### config.mk
export PLATFORM = sky130hd
export DESIGN_NAME = memlog_reader
export DESIGN_NICKNAME = d
export VERILOG_FILES = /design/src/rtl/memlog_reader.sv
export SDC_FILE = /design/constraint.sdc
export NUM_CORES = 1
export LEC_CHECK = 0
export ABC_AREA = 1
export CAP_MARGIN = 25
export CORE_ASPECT_RATIO = 0.75
export CORE_MARGIN = 3
export CORE_UTILIZATION = 40
export CTS_BUF_LIST = sky130_fd_sc_hd__clkbuf_4
export DETAILED_ROUTE_END_ITERATION = 8
export DONT_BUFFER_PORTS = 1
export PLACE_DENSITY_LB_ADDON = 0.08
export SYNTH_ARGS = -nofsm -noshare
export SYNTH_HDL_FRONTEND = slang
export SYNTH_SLANG_ARGS = --single-unit
### constraint.sdc
create_clock -name clk -period 2.15 [get_ports clk]
set_clock_uncertainty 0.2 [all_clocks]
set_input_delay 0.645 -clock clk [delete_from_list [all_inputs] [get_ports clk]]
set_output_delay 0.645 -clock clk [all_outputs]
set_load 0.05 [all_outputs]
### src/rtl/memlog_reader.sv
// rtl/memlog_reader.sv - MEMLog capture buffer read-side dump sequencer
//
// Purpose:
//   Once MEMLog reports a full capture buffer, a start pulse strobes the log
//   into read mode, then walks every BRAM address 0..2^BRAM_ADDR_WIDTH-1 in
//   ascending order and streams each 32-bit word out on a valid/ready port.
//   Dropping i_mem_full while busy aborts the dump.
//
// Optional feature:
//   MEMLOG_RD_CHECKSUM_EN - when defined, one extra word (XOR of every data
//   word sent) follows the last data word before o_done.
//
// Ports:
//   clk                  in   system clock, rising edge
//   i_rst                in   synchronous reset, active-low
//   i_start              in   one-cycle dump request (needs i_mem_full=1)
//   i_mem_full           in   MEMLog full flag; falling while busy aborts
//   o_read_log           out  one-cycle read-mode strobe to MEMLog
//   o_addr_log_to_mem    out  BRAM read address
//   i_data_log_from_mem  in   BRAM read data, READ_LATENCY cycles after address
//   o_data               out  stream data
//   o_valid              out  stream valid
//   i_ready              in   stream ready
//   o_busy               out  dump in progress
//   o_done               out  one-cycle pulse after the final transfer
//   o_abort              out  one-cycle pulse when a dump is aborted

module memlog_reader #(
    parameter int BRAM_ADDR_WIDTH = 15,
    parameter int READ_LATENCY    = 1
) (
    input  logic                       clk,
    input  logic                       i_rst,
    input  logic                       i_start,
    input  logic                       i_mem_full,
    output logic                       o_read_log,
    output logic [BRAM_ADDR_WIDTH-1:0] o_addr_log_to_mem,
    input  logic [31:0]                i_data_log_from_mem,
    output logic [31:0]                o_data,
    output logic                       o_valid,
    input  logic                       i_ready,
    output logic                       o_busy,
    output logic                       o_done,
    output logic                       o_abort
);

    localparam int W = BRAM_ADDR_WIDTH;

    localparam logic [2:0] S_IDLE = 3'd0;
    localparam logic [2:0] S_ARM  = 3'd1;
    localparam logic [2:0] S_ADDR = 3'd2;
    localparam logic [2:0] S_WAIT = 3'd3;
    localparam logic [2:0] S_SEND = 3'd4;
    localparam logic [2:0] S_DONE = 3'd5;
`ifdef MEMLOG_RD_CHECKSUM_EN
    localparam logic [2:0] S_CSUM = 3'd6;
`endif

    // Address counter carries one spare bit; the last address is held rather
    // than incremented, so the counter can never wrap back to 0 mid-dump.
    localparam logic [W:0] LAST_ADDR = {1'b0, {W{1'b1}}};
    localparam logic [1:0] LAT_LAST  = 2'(READ_LATENCY - 1);

    logic [2:0]  state_q, state_d;
    logic [W:0]  cnt_q, cnt_d;
    logic [1:0]  lat_q, lat_d;
    logic [31:0] data_q, data_d;
    logic        valid_q, valid_d;
    logic        abort_q, abort_d;
`ifdef MEMLOG_RD_CHECKSUM_EN
    logic [31:0] csum_q, csum_d;
`endif

    logic xfer;
    assign xfer = valid_q && i_ready;

    always_comb begin
        state_d = state_q;
        cnt_d   = cnt_q;
        lat_d   = lat_q;
        data_d  = data_q;
        valid_d = valid_q;
        abort_d = 1'b0;
`ifdef MEMLOG_RD_CHECKSUM_EN
        csum_d  = csum_q;
`endif

        case (state_q)
            S_IDLE: begin
                if (i_start && i_mem_full) begin
                    state_d = S_ARM;
                end
            end
            S_ARM: begin
                cnt_d   = '0;
`ifdef MEMLOG_RD_CHECKSUM_EN
                csum_d  = '0;
`endif
                state_d = S_ADDR;
            end
            S_ADDR: begin
                // Address is already on the bus this cycle; start the latency count.
                lat_d   = '0;
                state_d = S_WAIT;
            end
            S_WAIT: begin
                if (lat_q == LAT_LAST) begin
                    data_d  = i_data_log_from_mem;
                    valid_d = 1'b1;
                    state_d = S_SEND;
                end else begin
                    lat_d = lat_q + 2'd1;
                end
            end
            S_SEND: begin
                if (xfer) begin
                    valid_d = 1'b0;
`ifdef MEMLOG_RD_CHECKSUM_EN
                    csum_d  = csum_q ^ data_q;
`endif
                    if (cnt_q == LAST_ADDR) begin
`ifdef MEMLOG_RD_CHECKSUM_EN
                        // The running checksum does not yet include this word.
                        data_d  = csum_q ^ data_q;
                        valid_d = 1'b1;
                        state_d = S_CSUM;
`else
                        state_d = S_DONE;
`endif
                    end else begin
                        cnt_d   = cnt_q + 1'b1;
                        state_d = S_ADDR;
                    end
                end
            end
`ifdef MEMLOG_RD_CHECKSUM_EN
            S_CSUM: begin
                if (xfer) begin
                    valid_d = 1'b0;
                    state_d = S_DONE;
                end
            end
`endif
            S_DONE: begin
                state_d = S_IDLE;
            end
            default: begin
                state_d = S_IDLE;
                valid_d = 1'b0;
            end
        endcase

        // Logger re-armed under us: drop whatever is in flight. DONE is
        // excluded because every word has already been accepted by then.
        if (state_q != S_IDLE && state_q != S_DONE && !i_mem_full) begin
            state_d = S_IDLE;
            valid_d = 1'b0;
            abort_d = 1'b1;
        end
    end

    always_ff @(posedge clk) begin
        if (!i_rst) begin
            state_q <= S_IDLE;
            cnt_q   <= '0;
            lat_q   <= '0;
            data_q  <= '0;
            valid_q <= 1'b0;
            abort_q <= 1'b0;
`ifdef MEMLOG_RD_CHECKSUM_EN
            csum_q  <= '0;
`endif
        end else begin
            state_q <= state_d;
            cnt_q   <= cnt_d;
            lat_q   <= lat_d;
            data_q  <= data_d;
            valid_q <= valid_d;
            abort_q <= abort_d;
`ifdef MEMLOG_RD_CHECKSUM_EN
            csum_q  <= csum_d;
`endif
        end
    end

    assign o_addr_log_to_mem = cnt_q[W-1:0];
    assign o_data            = data_q;
    assign o_valid           = valid_q;
    assign o_abort           = abort_q;
    assign o_busy            = (state_q != S_IDLE);
    assign o_read_log        = (state_q == S_ARM);
    assign o_done            = (state_q == S_DONE);

endmodule

==> out/results.tsv <==
stage	metric	value	unit
power_and_ir_drop	Int Pwr	1330	µW
synth	sequential cell area fraction in the yosys report	39.1	%
timing	Fin. Hold Viols	0	
timing	RSZ-0062 raised after global routing	true	
synth	Synth Area per Inst	7.22	µm²
run	max-cap violations	0	
synth	Synthesized Nets	429	
global_route	Overflow after GRT	0	
power_and_ir_drop	register share of total power	58.8	%
layout	Finished Core Util	45.8	%
floorplanning	Die Span Y	78.7	µm
route	Antenna Nets Post-Route	0	
layout	Finished Cell Area	0.00301	mm²
power_and_ir_drop	Pwr per Cell Area	602	mW/mm²
timing	worst slew pin tran	543	ps
synth	Synth async-reset ratio	0	%
global_route	initial antenna violation count	0	
route	Via Count	2276	
layout	Ant. Diodes	0	
route	vias per cell	4.83	
timing	final setup fails	0	
clock_network	CTS Sinks	55	
power_and_ir_drop	Leakage Power	0.00108	µW
power_and_ir_drop	Net Switching	480	µW
timing	Max Fclk	0.470	GHz
worst_setup_path	R2R Path Start	cnt_q[1]	
clock_network	total CTS buffers	5	
worst_setup_path	Worst Setup Start Kind	flop	
floorplanning	Die Area	0.00809	mm²
worst_setup_path	critical path capture point type	output port	
route	M1 WL	3190	µm
synth	post-synth top area cell	dfxtp_1	
layout	area growth from synthesis to final layout	6.84	%
route	Top Layer Used	met4	
global_route	largest net degree at the start of global routing	63	
synth	top-count cell post-synth	nand2_1	
synth	library cells used by synthesis	32	
worst_setup_path	Worst Setup SP	state_q[0]	
global_route	global-route wire length before repair	9830	µm
worst_setup_path	peak fanout along the critical path	3	
timing	Max transition margin	63.8	%
synth	Post-Syn Instances	390	
route	drt first pass iters	4	
clock_network	CTS tree	built	
synth	Netlist Area Pre-Place	0.00282	mm²
timing	Period Utilization, post-route	98.9	%
timing	hold_ws	176	ps
route	routed len/inst	13.6	µm
floorplanning	Initial Util	42.9	%
clock_network	Post-CTS Hold Buffers	0	
synth	top cells by area, synth	dfxtp_1 39%, nand2_1 8.1%, inv_1 7.6%	
power_and_ir_drop	Net Sw Frac	26.5	%
synth	Synth Register Bits	55	
worst_setup_path	CP required	1300	ps
clock_network	H-tree level count	2	
route	metal3 WL	513	µm
clock_network	clk root buf	clkbuf_4	
hold_path	Hold WC Path Type	input port to flop	
synth	ys flop type	dfxtp_1	
power_and_ir_drop	clock power share	31.5	%
floorplanning	Die Wd	103	µm
outcome	status	complete, no violations	
place	Area after DPL	0.00286	mm²
route	Residual DRC	0	
worst_setup_path	Worst EP arrival	1280	ps
synth	Synth top cells by count	61 x nand2_1, 57 x inv_1, 55 x dfxtp_1	
global_route	All-Layer GR Usage	15.4	%
timing	Slew Limit Fails	0	
worst_setup_path	Setup Crit Path Kind	flop to output port	
hold_path	min-delay src	i_rst	
route	WL met2	2600	µm
floorplanning	I/O pin total	89	
place	port bufs	0	
power_and_ir_drop	Comb power frac	9.7	%
place	GP Congestion	0.801	
route	initial DRC count	95	
clock_network	clock slew at reported path FFs	160	ps
clock_network	Worst-Skew Late Latency	370	ps
layout	fin nets	429	
synth	Synth Warn #	0	
power_and_ir_drop	worst IR drop on VDD	309	µV
timing	final period demand of the worst path	2130	ps
place	DP HPWL	4550	µm
global_route	vias in the first global route	1920	
floorplanning	Std-Cell Core Area	0.00657	mm²
floorplanning	std cell rows	25	
layout	layout cell share with drive strength beyond 1	19.0	%
synth	EDFF count, synth	0	
route	drt total wl	6400	µm
synth	Synth top area share	39.1	%
clock_network	Max Root-Sink Buffers	2	
power groups by stage:
stage / clock (µW) / combinational, µW / sequential [µW]
after global routing: 640 / 193 / 1070
after CTS: 600 / 149 / 1070
after floorplan: 0 / 139 / 1090
final: 571 / 175 / 1070
after detailed placement: 0 / 145 / 1090
after global placement: 0 / 145 / 1090
final timing paths:
kind,to,cells after the start,slack [ps]
hold / removal,cnt_q[9],2,180
setup reg to reg,cnt_q[11],9,270
hold reg to reg,lat_q[1],2,270
setup / recovery,o_done,4,20
registers in the layout (all words and copies together), names as in the netlist:
register	count
o_data	32
state_q	3
cnt_q	16
o_abort	1
o_valid	1
lat_q	2
cell usage in the layout, fill, tap and decap left out, types with 2 or more instances in the layout:
cell,netlist,final
nand2_1,61,60
inv_1,57,55
dfxtp_1,55,52
a21oi_1,41,41
o21ai_0,34,34
nor2_1,30,30
nand3_1,24,24
buf_4,15,21
nand2_2,13,14
a21oi_2,10,10
nand4_1,6,6
clkbuf_4,0,5
inv_2,3,4
nor2_4,1,3
nand2_4,3,3
nand3b_1,3,3
o21bai_1,3,3
clkinvlp_4,0,2
nor3_1,2,2
ha_1,2,2
dfxtp_4,0,2
logic make-up after synthesis:
kind of cell / Yosys count / share of synthesized area, %
AO/OA/AOI/OAI: 90 / 17.8
buffers and inverters: 92 / 15.9
flip-flops: 55 / 39.1
adder cells (fa/ha/maj): 2 / 0.889
XOR/XNOR: 2 / 0.622
AND/OR/NAND/NOR: 149 / 25.7
timing repair:
item,CTS,global route
cloned,0,0
pin swaps,0,1
endpoints found under the setup margin,3,3
setup buffers,0,5
gates resized for setup,8,5
cell type report:
class / instances / area [µm²]
fillers: 686 / 3560
clock inverters: 2 / 37.5
repair buffers: 24 / 204
inverters: 61 / 238
clock buffers: 5 / 37.5
multi-input cells: 243 / 1280
flip-flops and latches: 55 / 1110
well taps: 81 / 101
routing by layer:
layer  global-route usage (%)  vias up
li1                         -     1223
met1                     23.4      971
met2                     20.3       72
met3                     4.35       10
met4                     5.17        0
met5                        0        -
worst max-delay path, cell delays in order, from the launching register on:
cell	delay (ps)
dfxtp_4	390
inv_2	50
nor2_4	140
nand2_1	120
clkinvlp_4	210
per-stage QoR:
stage / instances / setup slack, ps / power [µW] / TNS [ps]
floorplan: 390 / 352 / 1230 / 0
global placement: 459 / 291 / 1230 / 0
detailed placement: 459 / 288 / 1230 / 0
CTS: 466 / 4.12 / 1820 / 0
global route: 471 / -38.7 / 1900 / -62.9
finish: 471 / 23.8 / 1810 / 0
Note: power is estimated with default switching activity, not from simulation.
